### src/rtl/usb_rx_pkt_ctrl.sv
`default_nettype none
// ============================================================================
// Module   : usb_rx_pkt_ctrl
// Purpose  : USB receive packet controller. Walks an OUT transaction byte by
//            byte and validates PIDs, CRC results and payload length. Tracks
//            the DATA0/DATA1 toggle, writes payload bytes to the FIFO, and
//            enforces an inter-packet timeout.
// Revision : 1.0  initial release
// ============================================================================
module usb_rx_pkt_ctrl #(
    parameter logic [7:0] SYNC_BYTE      = 8'h80,
    parameter logic [7:0] TOKEN_PID      = 8'h96,
    parameter logic [7:0] DATA0_PID      = 8'h3C,
    parameter logic [7:0] DATA1_PID      = 8'hB4,
    parameter logic [7:0] HS_PID         = 8'h2D,
    parameter int         MAX_PAYLOAD    = 64,
    parameter int         TIMEOUT_CYCLES = 1024
) (
    input  logic       clk,
    input  logic       n_rst,
    input  logic       d_edge,
    input  logic       byte_received,
    input  logic [7:0] rcv_byte,
    input  logic       eop,
    input  logic       crc5_ok,
    input  logic       crc16_ok,
    output logic       rcving,
    output logic       w_enable,
    output logic [7:0] w_data,
    output logic       pkt_done,
    output logic [1:0] pkt_type,
    output logic       data_toggle,
    output logic       r_error
);

    localparam int c_CW = $clog2(MAX_PAYLOAD + 4);
    localparam int c_TW = $clog2(TIMEOUT_CYCLES);

    localparam logic [2:0] c_IDLE       = 3'd0;
    localparam logic [2:0] c_SYNC       = 3'd1;
    localparam logic [2:0] c_PID        = 3'd2;
    localparam logic [2:0] c_TOKEN_BODY = 3'd3;
    localparam logic [2:0] c_DATA_BODY  = 3'd4;
    localparam logic [2:0] c_HS_EOP     = 3'd5;
    localparam logic [2:0] c_ERR        = 3'd6;

    localparam logic [1:0] c_EXP_TOKEN  = 2'd0;
    localparam logic [1:0] c_EXP_DATA   = 2'd1;
    localparam logic [1:0] c_EXP_HS     = 2'd2;

    localparam logic [1:0] c_TYPE_TOKEN = 2'd0;
    localparam logic [1:0] c_TYPE_DATA  = 2'd1;
    localparam logic [1:0] c_TYPE_HS    = 2'd2;

    localparam logic [c_CW-1:0] c_CNT_TWO   = c_CW'(2);
    localparam logic [c_CW-1:0] c_CNT_THREE = c_CW'(3);
    localparam logic [c_CW-1:0] c_CNT_LIMIT = c_CW'(MAX_PAYLOAD + 2);
    localparam logic [c_TW-1:0] c_TMO_LAST  = c_TW'(TIMEOUT_CYCLES - 1);

    logic [2:0]      r_state;
    logic [1:0]      r_phase;
    logic [c_CW-1:0] r_cnt;
    logic [c_TW-1:0] r_tmo_cnt;
    logic [7:0]      r_h0;
    logic [7:0]      r_h1;

    logic [2:0]      w_state_nxt;
    logic [c_CW-1:0] w_cnt_nxt;
    logic [c_CW-1:0] w_cnt_inc;
    logic [7:0]      w_exp_pid;
    logic            w_pid_ok;
    logic            w_good;
    logic [1:0]      w_good_type;
    logic            w_fault;
    logic            w_timeout;
    logic            w_write;
    logic            w_shift;

    logic            w_rcving_nxt;
    logic            w_error_nxt;
    logic [1:0]      w_phase_nxt;
    logic            w_toggle_nxt;
    logic [1:0]      w_type_nxt;
    logic [7:0]      w_wdata_nxt;

    assign w_cnt_inc = r_cnt + 1'b1;

    always_comb begin
        case (r_phase)
            c_EXP_DATA: w_exp_pid = data_toggle ? DATA1_PID : DATA0_PID;
            c_EXP_HS:   w_exp_pid = HS_PID;
            default:    w_exp_pid = TOKEN_PID;
        endcase
    end

    // The nibble check also guards against a mis-configured PID parameter.
    assign w_pid_ok = (rcv_byte[7:4] == ~rcv_byte[3:0]) && (rcv_byte == w_exp_pid);

    // ---------------------------------------------------------------- state register
    always_ff @(posedge clk or negedge n_rst) begin
        if (!n_rst) begin
            r_state <= c_IDLE;
        end else begin
            r_state <= w_state_nxt;
        end
    end

    // ---------------------------------------------------------------- next state
    always_comb begin
        w_state_nxt = r_state;
        w_cnt_nxt   = '0;
        w_good      = 1'b0;
        w_good_type = c_TYPE_TOKEN;
        w_fault     = 1'b0;
        w_timeout   = 1'b0;
        w_write     = 1'b0;
        w_shift     = 1'b0;
        case (r_state)
            c_IDLE: begin
                if (d_edge) begin
                    w_state_nxt = c_SYNC;
                end else if ((r_phase != c_EXP_TOKEN) && (r_tmo_cnt == c_TMO_LAST)) begin
                    w_timeout = 1'b1;
                end
            end
            c_SYNC: begin
                if (byte_received) begin
                    if (rcv_byte == SYNC_BYTE) begin
                        w_state_nxt = c_PID;
                    end else begin
                        w_fault = 1'b1;
                    end
                end
                // A packet cannot end before its PID, whatever the byte was.
                if (eop) begin
                    w_fault = 1'b1;
                end
            end
            c_PID: begin
                if (byte_received) begin
                    if (!w_pid_ok) begin
                        w_fault = 1'b1;
                    end else begin
                        case (r_phase)
                            c_EXP_DATA: w_state_nxt = c_DATA_BODY;
                            c_EXP_HS:   w_state_nxt = c_HS_EOP;
                            default:    w_state_nxt = c_TOKEN_BODY;
                        endcase
                    end
                end
                if (eop && !w_fault) begin
                    if (byte_received && (r_phase == c_EXP_HS)) begin
                        w_good      = 1'b1;
                        w_good_type = c_TYPE_HS;
                    end else begin
                        w_fault = 1'b1;
                    end
                end
            end
            c_TOKEN_BODY: begin
                w_cnt_nxt = r_cnt;
                if (byte_received) begin
                    w_cnt_nxt = w_cnt_inc;
                    if (w_cnt_inc > c_CNT_TWO) begin
                        w_fault = 1'b1;
                    end
                end
                if (eop && !w_fault) begin
                    if ((w_cnt_nxt == c_CNT_TWO) && crc5_ok) begin
                        w_good      = 1'b1;
                        w_good_type = c_TYPE_TOKEN;
                    end else begin
                        w_fault = 1'b1;
                    end
                end
            end
            c_DATA_BODY: begin
                w_cnt_nxt = r_cnt;
                if (byte_received) begin
                    w_cnt_nxt = w_cnt_inc;
                    if (w_cnt_inc > c_CNT_LIMIT) begin
                        w_fault = 1'b1;
                    end else begin
                        w_shift = 1'b1;
                        w_write = (r_cnt >= c_CNT_TWO);
                    end
                end
                // The two held-back bytes are the CRC16 and never reach the FIFO.
                if (eop && !w_fault) begin
                    if ((w_cnt_nxt >= c_CNT_THREE) && crc16_ok) begin
                        w_good      = 1'b1;
                        w_good_type = c_TYPE_DATA;
                    end else begin
                        w_fault = 1'b1;
                    end
                end
            end
            c_HS_EOP: begin
                if (byte_received) begin
                    w_fault = 1'b1;
                end else if (eop) begin
                    w_good      = 1'b1;
                    w_good_type = c_TYPE_HS;
                end
            end
            c_ERR: begin
                if (eop) begin
                    w_state_nxt = c_IDLE;
                end
            end
            default: begin
                w_state_nxt = c_IDLE;
            end
        endcase
        if (w_fault) begin
            w_state_nxt = eop ? c_IDLE : c_ERR;
        end else if (w_good) begin
            w_state_nxt = c_IDLE;
        end
    end

    // ---------------------------------------------------------------- output decode
    always_comb begin
        w_rcving_nxt = (w_state_nxt != c_IDLE);
        w_error_nxt  = r_error;
        w_phase_nxt  = r_phase;
        w_toggle_nxt = data_toggle;
        w_type_nxt   = pkt_type;
        w_wdata_nxt  = w_write ? r_h0 : w_data;
        if ((r_state == c_IDLE) && d_edge) begin
            w_error_nxt = 1'b0;
        end
        if (w_fault || w_timeout) begin
            w_error_nxt = 1'b1;
            w_phase_nxt = c_EXP_TOKEN;
        end else if (w_good) begin
            w_type_nxt = w_good_type;
            case (w_good_type)
                c_TYPE_TOKEN: w_phase_nxt = c_EXP_DATA;
                c_TYPE_DATA: begin
                    w_phase_nxt  = c_EXP_HS;
                    w_toggle_nxt = ~data_toggle;
                end
                default:      w_phase_nxt = c_EXP_TOKEN;
            endcase
        end
    end

    // ---------------------------------------------------------------- registered outputs and datapath
    always_ff @(posedge clk or negedge n_rst) begin
        if (!n_rst) begin
            r_phase     <= c_EXP_TOKEN;
            r_cnt       <= '0;
            r_tmo_cnt   <= '0;
            r_h0        <= '0;
            r_h1        <= '0;
            rcving      <= 1'b0;
            w_enable    <= 1'b0;
            w_data      <= '0;
            pkt_done    <= 1'b0;
            pkt_type    <= c_TYPE_TOKEN;
            data_toggle <= 1'b0;
            r_error     <= 1'b0;
        end else begin
            r_phase     <= w_phase_nxt;
            r_cnt       <= w_cnt_nxt;
            rcving      <= w_rcving_nxt;
            w_enable    <= w_write;
            w_data      <= w_wdata_nxt;
            pkt_done    <= w_good;
            pkt_type    <= w_type_nxt;
            data_toggle <= w_toggle_nxt;
            r_error     <= w_error_nxt;
            if (w_shift) begin
                r_h0 <= r_h1;
                r_h1 <= rcv_byte;
            end
            // Counts idle clocks inside a transaction; wraps to zero on expiry.
            if ((r_state == c_IDLE) && !d_edge && (r_phase != c_EXP_TOKEN) && !w_timeout) begin
                r_tmo_cnt <= r_tmo_cnt + 1'b1;
            end else begin
                r_tmo_cnt <= '0;
            end
        end
    end

endmodule
`default_nettype wire

### config.mk
export PLATFORM = sky130hd
export DESIGN_NAME = usb_rx_pkt_ctrl
export DESIGN_NICKNAME = d
export VERILOG_FILES = /design/src/rtl/usb_rx_pkt_ctrl.sv
export SDC_FILE = /design/constraint.sdc
export NUM_CORES = 1
export LEC_CHECK = 0
export BUFFER_PORTS_ARGS = -buffer_cell sky130_fd_sc_hd__buf_2
export CORE_MARGIN = 4
export CORE_UTILIZATION = 29
export CTS_CLUSTER_SIZE = 16
export DETAILED_ROUTE_END_ITERATION = 8
export PLACE_DENSITY_LB_ADDON = 0.2
export SYNTH_ARGS = -nofsm -noshare
export SYNTH_HDL_FRONTEND = slang
export SYNTH_SLANG_ARGS = --single-unit
### constraint.sdc
create_clock -name clk -period 5.3 [get_ports clk]
set_input_delay 0.795 -clock clk [delete_from_list [all_inputs] [get_ports clk]]
set_output_delay 0.795 -clock clk [all_outputs]
set_load 0.05 [all_outputs]
==> PnR_summary.wiki, run 1 <==
{| class="wikitable"
! Metric !! Value
|-
| Tmin final || 3.14 ns
|-
| Total DRC errors in the routed layout || 0
|-
| Final TNS setup || 0 ns
|-
| Max-cap violation count || 0
|-
| Netlist area before placement || 2980 um^2
|-
| CTS tree || built
|-
| Kind of cell with the highest combined delay on the critical path || simple AND/OR/NAND/NOR gates
|-
| Number of different library cells in the post-synthesis netlist || 62
|-
| Aggregate routed wire length || 6320 um
|-
| Kind of launch point of the worst setup path || register
|-
| Source-to-sink clock delay at the later pin of the worst-skew pair || 0.30 ns
|-
| Detailed Place HPWL || 4670 um
|-
| Post-route design area || 3340 um^2
|-
| Synthesized area divided by synthesized cell count || 10.6 um^2
|-
| Net Count, Synth || 306
|-
| Worst rel slew slack || 54.3%
|-
| Maximum cell stage delay along the critical path || 0.61 ns
|-
| Crit path kind || register to register
|-
| Largest net degree at the start of global routing || 54
|-
| Part of the Yosys area used for sequential elements || 44.4%
|-
| Pin slew with the least headroom to its limit || 0.686 ns
|-
| XOR/XNOR Fraction of Synth Area || 4.99%
|-
| Share of synthesized area spent on multiplexers || 11.2%
|-
| Period utilization || 59.2%
|-
| Ranking of synthesized cells by area || dfrtp_1 (44%), mux2_2 (6.8%), mux2_4 (4.0%)
|-
| Number of fill cells in the layout || 1015
|-
| Register-to-register setup slack || 2.16 ns
|-
| Most common cell after layout, fill and taps aside || dfrtp_1
|-
| Capture point of the worst path || w_data[7]$_DFFE_PN0P_
|-
| Die width || 109 um
|-
| Core Box Area || 9910 um^2
|-
| Synthesis Warnings || 0
|-
| Compound-gate portion of the synthesized area || 12.3%
|-
| Power per unit of standard cell area || 395 nW/um^2
|-
| Die Area || 12000 um^2
|-
| Share of synthesized flip-flops with an asynchronous set or reset || 100%
|-
| GRT Residual Overflow || 0
|-
| Reg-to-reg critical path endpoint || w_data[7]$_DFFE_PN0P_
|-
| Area delta synth->final || 11.9%
|-
| Startpoint of the most critical register-to-register path || r_cnt[0]$_DFF_PN0_
|-
| Leading area contributor after synthesis || dfrtp_1
|-
| Antenna-violating nets left || 0
|-
| Sum of buffers and inverters on the critical path || 0
|-
| Number of enable-type register cells in the synthesized netlist || 0
|-
| Detailed-route wire length per cell || 14.4 um
|-
| Total placed cells including tap cells || 431
|-
| Clock tree root driver cell || clkbuf_8
|-
| CTS Hold Buffers Added || 0
|-
| Initial antenna violation count || 0
|-
| Via-to-Cell Ratio || 4.78
|-
| Wire length of the first global-routing pass || 10800 um
|-
| CTS Buf Count || 5
|-
| Number of vias in the routed layout || 2100
|-
| CP arrival || 3.32 ns
|-
| Length in cells of the worst reg-to-reg path || 8
|-
| Ports || 30
|-
| Clk sink count || 53
|-
| Via count of the first global-routing pass || 2081
|-
| Final count of pins violating max slew || 0
|-
| Total setup buffers inserted after CTS || 0
|-
| H-tree levels || 2
|-
| LEAKAGE || 1.54 nW
|-
| Dominant combinational cell family by area after synthesis || simple AND/OR/NAND/NOR gates
|-
| Die Span Y || 109 um
|-
| Final setup violation count || 0
|-
| Number of endpoints with negative hold slack in the final report || 0
|-
| Overall Global Routing Usage || 11.4%
|-
| Adder-cell share of the synthesized area || 3.77%
|-
| Number of nets in the layout || 329
|-
| Standard cell area after detailed placement || 3220 um^2
|-
| Logic depth of the worst setup path including buffers || 8
|-
| Number of instances on the worst hold path || 1
|-
| Gp weighted congestion || 0.765
|-
| Main synth FF type || dfrtp_1
|-
| Post-route clock skew || 0.00816 ns
|-
| Number of antenna diodes || 0
|-
| Number of standard cells in the layout, taps in and fillers out || 439
|-
| Clock-pin slew reported for the worst setup and hold paths after clock tree synthesis || 0.10 ns
|-
| Setup crit start || r_cnt[0]$_DFF_PN0_
|-
| Post-Syn Instances || 282
|-
| Fmax || 319 MHz
|-
| Worst-path maximum fanout || 17
|-
| Critical Path Sink Type || register
|-
| Cell with the largest stage delay on the worst path || dfrtp_1
|-
| DRT iter0 DRCs || 93
|-
| Number of core rows || 36
|-
| Most frequent cells in the layout || dfrtp_1 (53), nor2_1 (31), buf_2 (29)
|-
| Worst voltage drop across the vdd grid || 0.132 mV
|-
| Critical path data required time || 5.49 ns
|-
| Basic-gate share of the synthesized area counting and, or, nand and nor cells || 19.2%
|-
| Fraction of post-synthesis cell area in the top cell type by area || 44.4%
|-
| IO buf count || 29
|-
| Share of layout cells above drive strength 1 || 23.9%
|-
| Number of detailed-routing iterations run before antenna repair || 4
|-
| Min Hold Slack || 0.500 ns
|-
| Synthesized flop and latch total || 53
|-
| PostCTS Resize Cnt || 0
|-
| Max clock buf depth || 2
|-
| RSZ-0062 raised after global routing || no
|-
| Initial cell density of the core || 30.1%
|-
| Path class of the lowest-slack min-delay path || register to register
|-
| Critical Path, Cell by Cell || ha_1, xnor2_1, a22oi_1, or4b_4, o21a_1, nand3b_4, a31o_1, mux2_4
|-
| Run status || complete, no violations
|}
[through the flow]
stage,util (%),worst slack (ns),total power [mW]
final,33.7,2.16,1.32
after detailed placement,32.5,2.17,1.05
after global routing,33.7,1.97,1.41
after global placement,32.5,2.26,1.05
after CTS,33.7,2.14,1.34
after floorplan,-,2.64,0.942
[logic make-up after synthesis]
group / after synthesis
AND/OR/NAND/NOR: 103
multiplexers: 27
adder cells (fa/ha/maj): 9
AO/OA/AOI/OAI: 47
XOR/XNOR: 17
flip-flops: 53
buffers and inverters: 26
[worst min path at each step]
stage	slack, ns	end	from
finish	0.50	pkt_type[0]$_DFFE_PN0P_	pkt_type[0]$_DFFE_PN0P_
global route	0.52	w_data[4]$_DFFE_PN0P_	r_h0[4]$_DFFE_PN0P_
CTS	0.51	pkt_type[0]$_DFFE_PN0P_	pkt_type[0]$_DFFE_PN0P_
detailed placement	0.49	pkt_type[0]$_DFFE_PN0P_	pkt_type[0]$_DFFE_PN0P_
global placement	0.48	r_h0[0]$_DFFE_PN0P_	r_h1[0]$_DFFE_PN0P_
floorplan	0.47	r_h0[0]$_DFFE_PN0P_	r_h1[0]$_DFFE_PN0P_
[layer usage]
metal  share of wire (%)  vias up  global-route usage, %  wire length [um]
met1                  51      991                   16.7              3190
met4                0.82        0                   2.67                52
li1                    -     1061                      -                 -
met2                  44       43                   17.2              2810
met3                 4.2        5                   2.35               264
met5                   0        -                      0                 0
[report_power, final]
group | switching, mW | internal (mW)
logic | 0.257 | 0.186
clock network | 0.129 | 0.154
registers | 0.0860 | 0.507
[synth_stat cells, types with 3 or more instances]
cell,instances
mux2_2,18
nor4_1,3
o21ai_0,5
nand4_1,7
a31o_1,3
mux2_4,8
inv_1,12
nand2_1,14
o31ai_1,3
nand2b_1,3
a21oi_1,5
nand3b_1,3
clkbuf_1,7
o22ai_1,3
nor3_1,5
xnor2_1,7
nor2_1,31
nor2b_1,6
nand3_1,9
dfrtp_1,53
ha_1,9
xor2_1,10
buf_4,3
[final cells by class]
| cell class | instances | area [um^2] | share of cell area, % |
|---|---|---|---|
| clock buffer | 7 | 86.3 | 2.59 |
| clock inverter | 1 | 30.0 | 0.899 |
| inverter | 12 | 45.0 | 1.35 |
| multi-input combinational | 203 | 1530 | 45.9 |
| sequential | 53 | 1330 | 39.7 |
| tap | 133 | 166 | 4.98 |
| timing repair buffer | 30 | 153 | 4.57 |
[registers in the layout, indices dropped and copies added, names as in the netlist, 2 cells and up]
register / flops
r_cnt: 7
w_data: 8
r_h0: 8
r_h1: 8
r_state: 3
r_phase: 2
r_tmo_cnt: 10
pkt_type: 2
(Power assumes the default switching activity.)
==> run 2, diff against run 1 <==
--- a/config.mk
+++ b/config.mk
@@ -5,6 +5,7 @@
 export SDC_FILE = /design/constraint.sdc
 export NUM_CORES = 1
 export LEC_CHECK = 0
+export ABC_AREA = 1
 export BUFFER_PORTS_ARGS = -buffer_cell sky130_fd_sc_hd__buf_2
 export CORE_MARGIN = 4
 export CORE_UTILIZATION = 29
==> constraint.sdc (replaced) <==
create_clock -name clk -period 3 [get_ports clk]
set_input_delay 0.45 -clock clk [delete_from_list [all_inputs] [get_ports clk]]
set_output_delay 0.45 -clock clk [all_outputs]
set_load 0.05 [all_outputs]
==> run 2 against run 1 <==
- die area rose by 2.4%
- setup slack got worse by 1.5 ns
- non-clock buffer count rose by 2
- total power rose by 92%
- sequential cell count did not move
- count of clock-buffer cells in the layout fell by 1
- cell count rose by 34%
- highest routed layer unchanged
- final area rose by 2.7%
- critical path depth rose by 9
- largest cell class unchanged
- first-iteration DRC count rose by 100%
==> PnR_summary.wiki, run 2 <==
{| class="wikitable"
! Metric !! Value
|-
| Topmost layer with routed signal wires || met4
|-
| Multi-input combinational cell area || 1500 um^2 (-2.2%)
|-
| PostCTS Resize Cnt || 0 (unchanged)
|-
| Antenna-violating nets left || 0 (unchanged)
|-
| LEAKAGE || 1.84 nW (+19%)
|-
| Register cell area after layout || 1330 um^2 (unchanged)
|-
| Aggregate routed wire length || 6960 um (+10%)
|-
| Ranking of synthesized cells by area || dfrtp_1 (43%), nand2_1 (19%), nor2_1 (5.8%)
|-
| Clk sink count || 53 (unchanged)
|-
| Total DRC errors in the routed layout || 0 (unchanged)
|-
| CTS Hold Buffers Added || 0 (unchanged)
|-
| Max clock buf depth || 2 (unchanged)
|-
| Area delta synth->final || 12.0% (about the same)
|-
| Via-to-Cell Ratio || 4.41 (-7.8%)
|-
| CTS tree || built
|-
| Number of flip-flops in the largest register || 10 (unchanged)
|-
| Synthesis Warnings || 0 (unchanged)
|-
| Clock-pin slew reported for the worst setup and hold paths after clock tree synthesis || 0.10 ns (about the same)
|-
| Initial antenna violation count || 0 (unchanged)
|-
| Met3 Wirelength || 218 um (-17%)
|-
| Number of core rows || 37 (+2.8%)
|-
| Share of synthesized flip-flops with an asynchronous set or reset || 100% (unchanged)
|-
| Most frequent cells after synthesis || nand2_1 (151), dfrtp_1 (53), nor2_1 (47)
|-
| Post-Syn Instances || 418 (+48%)
|-
| Final setup violation count || 0 (unchanged)
|-
| GRT Residual Overflow || 0 (unchanged)
|-
| Met1 layer wirelength in the final routing || 3420 um (+7.1%)
|-
| Number of antenna diodes || 0 (unchanged)
|-
| H-tree levels || 2 (unchanged)
|-
| Crit path kind || register to register
|-
| Post-route clock skew || 0.00795 ns (-0.000208 ns)
|-
| Number of vias in the routed layout || 2590 (+23%)
|-
| Setup crit start || r_phase[0]$_DFFE_PN0P_
|-
| Clock tree root driver cell || clkbuf_8
|-
| Wire length of the first global-routing pass || 12300 um (+14%)
|-
| Fraction of post-synthesis cell area in the top cell type by area || 43.3% (-1.1 points)
|-
| Detailed-route wire length per cell || 11.9 um (-18%)
|-
| Source-to-sink clock delay at the later pin of the worst-skew pair || 0.31 ns (about the same)
|-
| Critical path data required time || 3.20 ns (-2.29 ns)
|-
| Total placed cells including tap cells || 579 (+34%)
|-
| Number of nets in the layout || 474 (+44%)
|-
| Part of the Yosys area used for sequential elements || 43.3% (-1.1 points)
|-
| Number of endpoints with negative hold slack in the final report || 0 (unchanged)
|-
| Min Hold Slack || 0.00667 ns (-0.493 ns)
|-
| Synthesized area divided by synthesized cell count || 7.33 um^2 (-31%)
|-
| Critical Path Sink Type || register
|-
| Gp weighted congestion || 0.836 (+9.4%)
|-
| Startpoint of the most critical register-to-register path || r_phase[0]$_DFFE_PN0P_
|-
| Number of different library cells in the post-synthesis netlist || 30 (-52%)
|-
| Overall power || 2.54 mW (+92%)
|-
| Path class of the lowest-slack min-delay path || primary input to async pin
|-
| Die Area || 12300 um^2 (+2.4%)
|-
| Power per unit of standard cell area || 740 nW/um^2 (+87%)
|-
| Worst voltage drop across the vdd grid || 0.354 mV (+170%)
|-
| Overall Global Routing Usage || 11.8% (+0.43 points)
|-
| Main synth FF type || dfrtp_1
|-
| Die width || 111 um (+1.2%)
|-
| Detailed Place HPWL || 5340 um (+14%)
|-
| DRT iter0 DRCs || 186 (+100%)
|-
| Register-to-register setup slack || 0.69 ns (-1.48 ns)
|-
| Netlist area before placement || 3060 um^2 (+2.6%)
|-
| Via count of the first global-routing pass || 2591 (+25%)
|-
| Met2 layer wire length in the routed design || 3290 um (+17%)
|-
| Leading area contributor after synthesis || dfrtp_1
|-
| Net Count, Synth || 442 (+44%)
|-
| Max-cap violation count || 0 (unchanged)
|-
| Most frequent cell after synthesis || nand2_1
|-
| Core Box Area || 10300 um^2 (+4.2%)
|-
| Ports || 30 (unchanged)
|-
| Final TNS setup || 0 ns (unchanged)
|-
| Number of detailed-routing iterations run before antenna repair || 4 (unchanged)
|-
| Pin slew with the least headroom to its limit || 0.659 ns (-0.0270 ns)
|-
| Number of enable-type register cells in the synthesized netlist || 0 (unchanged)
|-
| Number of standard cells in the layout, taps in and fillers out || 587 (+34%)
|-
| Most common cell after layout, fill and taps aside || nand2_1
|-
| Period utilization || 77.0% (+18 points)
|-
| Initial cell density of the core || 29.7% (-0.44 points)
|-
| CP arrival || 2.51 ns (-0.81 ns)
|-
| RSZ-0062 raised after global routing || no
|-
| Kind of launch point of the worst setup path || register
|-
| Total setup buffers inserted after CTS || 0 (unchanged)
|-
| Synthesized flop and latch total || 53 (unchanged)
|-
| Most frequent cells in the layout || nand2_1 (151), dfrtp_1 (53), nor2_1 (47)
|-
| Largest net degree at the start of global routing || 28 (-48%)
|-
| IO buf count || 29 (unchanged)
|-
| Final count of pins violating max slew || 0 (unchanged)
|-
| CTS Buf Count || 5 (unchanged)
|-
| Tmin final || 2.31 ns (-0.824 ns)
|-
| Share of layout cells above drive strength 1 || 15.3% (-8.6 points)
|-
| Largest register by flop count || r_tmo_cnt
|-
| Die Span Y || 111 um (+1.2%)
|-
| Number of fill cells in the layout || 1119 (+10%)
|-
| Worst rel slew slack || 55.8% (+1.5 points)
|-
| Worst-path maximum fanout || 7 (-10)
|-
| Fmax || 433 MHz (+36%)
|-
| Run status || complete, no violations
|}
## run 2: cell types whose count changed after synthesis, moves of 7 or more
cell | previous run | this run
nand3_1 | 9 | 30
xor2_1 | 10 | 1
inv_1 | 12 | 43
nand3_2 | 0 | 8
nand2_1 | 14 | 151
mux2_4 | 8 | 0
nand2_2 | 0 | 7
o21ai_0 | 5 | 13
mux2_2 | 18 | 0
nor2_1 | 31 | 47
## run 2: through the flow
step / cell area (um^2) / utilization (%) / setup WS, ns
after global placement: 3340 / 32.4 / 0.717
after global routing: 3430 / 33.2 / 0.326
after floorplan: 3060 / - / 1.02
final: 3430 / 33.2 / 0.689
after detailed placement: 3340 / 32.4 / 0.681
after CTS: 3430 / 33.2 / 0.666
## run 2: power by group
| group | internal, mW | switching (mW) | total, mW |
|---|---|---|---|
| logic | 0.317 | 0.737 | 1.05 |
| clock network | 0.167 | 0.250 | 0.418 |
| registers | 0.912 | 0.154 | 1.07 |
| total | 1.40 | 1.14 | 2.54 |
## run 2: critical path: stages, from the launching register on
cell and delay [ns]:
dfrtp_1 0.40, inv_1 0.09, ha_1 0.41, inv_1 0.06
nand2_1 0.05, nand2_1 0.05, nor2_1 0.08, nand2_1 0.05
nor2_1 0.10, nand3_1 0.11, nand2_1 0.09, o21ai_0 0.08
a21oi_1 0.17, nand3_2 0.14, nand2_1 0.11, inv_1 0.05
nor2_2 0.10, nand3_2 0.06
## run 2: layer usage
metal	track usage, %	vias up
met3	2.40	2
met5	0	-
met1	15.7	1166
met4	2.22	0
met2	20.1	47
li1	-	1375
## run 2: cell type report
cell class              instances  share of cell area, %
repair buffers                 32                   4.89
flip-flops and latches         53                   38.7
multi-input cells             310                   43.7
clock inverters                 2                  0.401
well taps                     136                   4.96
inverters                      48                   5.29
clock buffers                   6                   2.12
## run 2: final timing paths
| kind | cells past startpoint | to |
|---|---|---|
| setup / recovery | 17 | rcving$_DFF_PN0_ |
| max in group asynchronous | 2 | r_phase[0]$_DFFE_PN0P_ |
| setup reg to reg | 17 | rcving$_DFF_PN0_ |
| min in group clk | 3 | r_h1[5]$_DFFE_PN0P_ |
| hold / removal | 1 | r_h0[2]$_DFFE_PN0P_ |
| hold reg to reg | 1 | r_tmo_cnt[0]$_DFF_PN0_ |
## run 2: cell families after synthesis
logic type,Yosys count,share of synthesized area (%)
XOR/XNOR,2,0.572
adder cells (fa/ha/maj),9,3.68
buffers and inverters,55,7.76
AND/OR/NAND/NOR,271,39.4
flip-flops,53,43.3
AO/OA/AOI/OAI,28,5.27
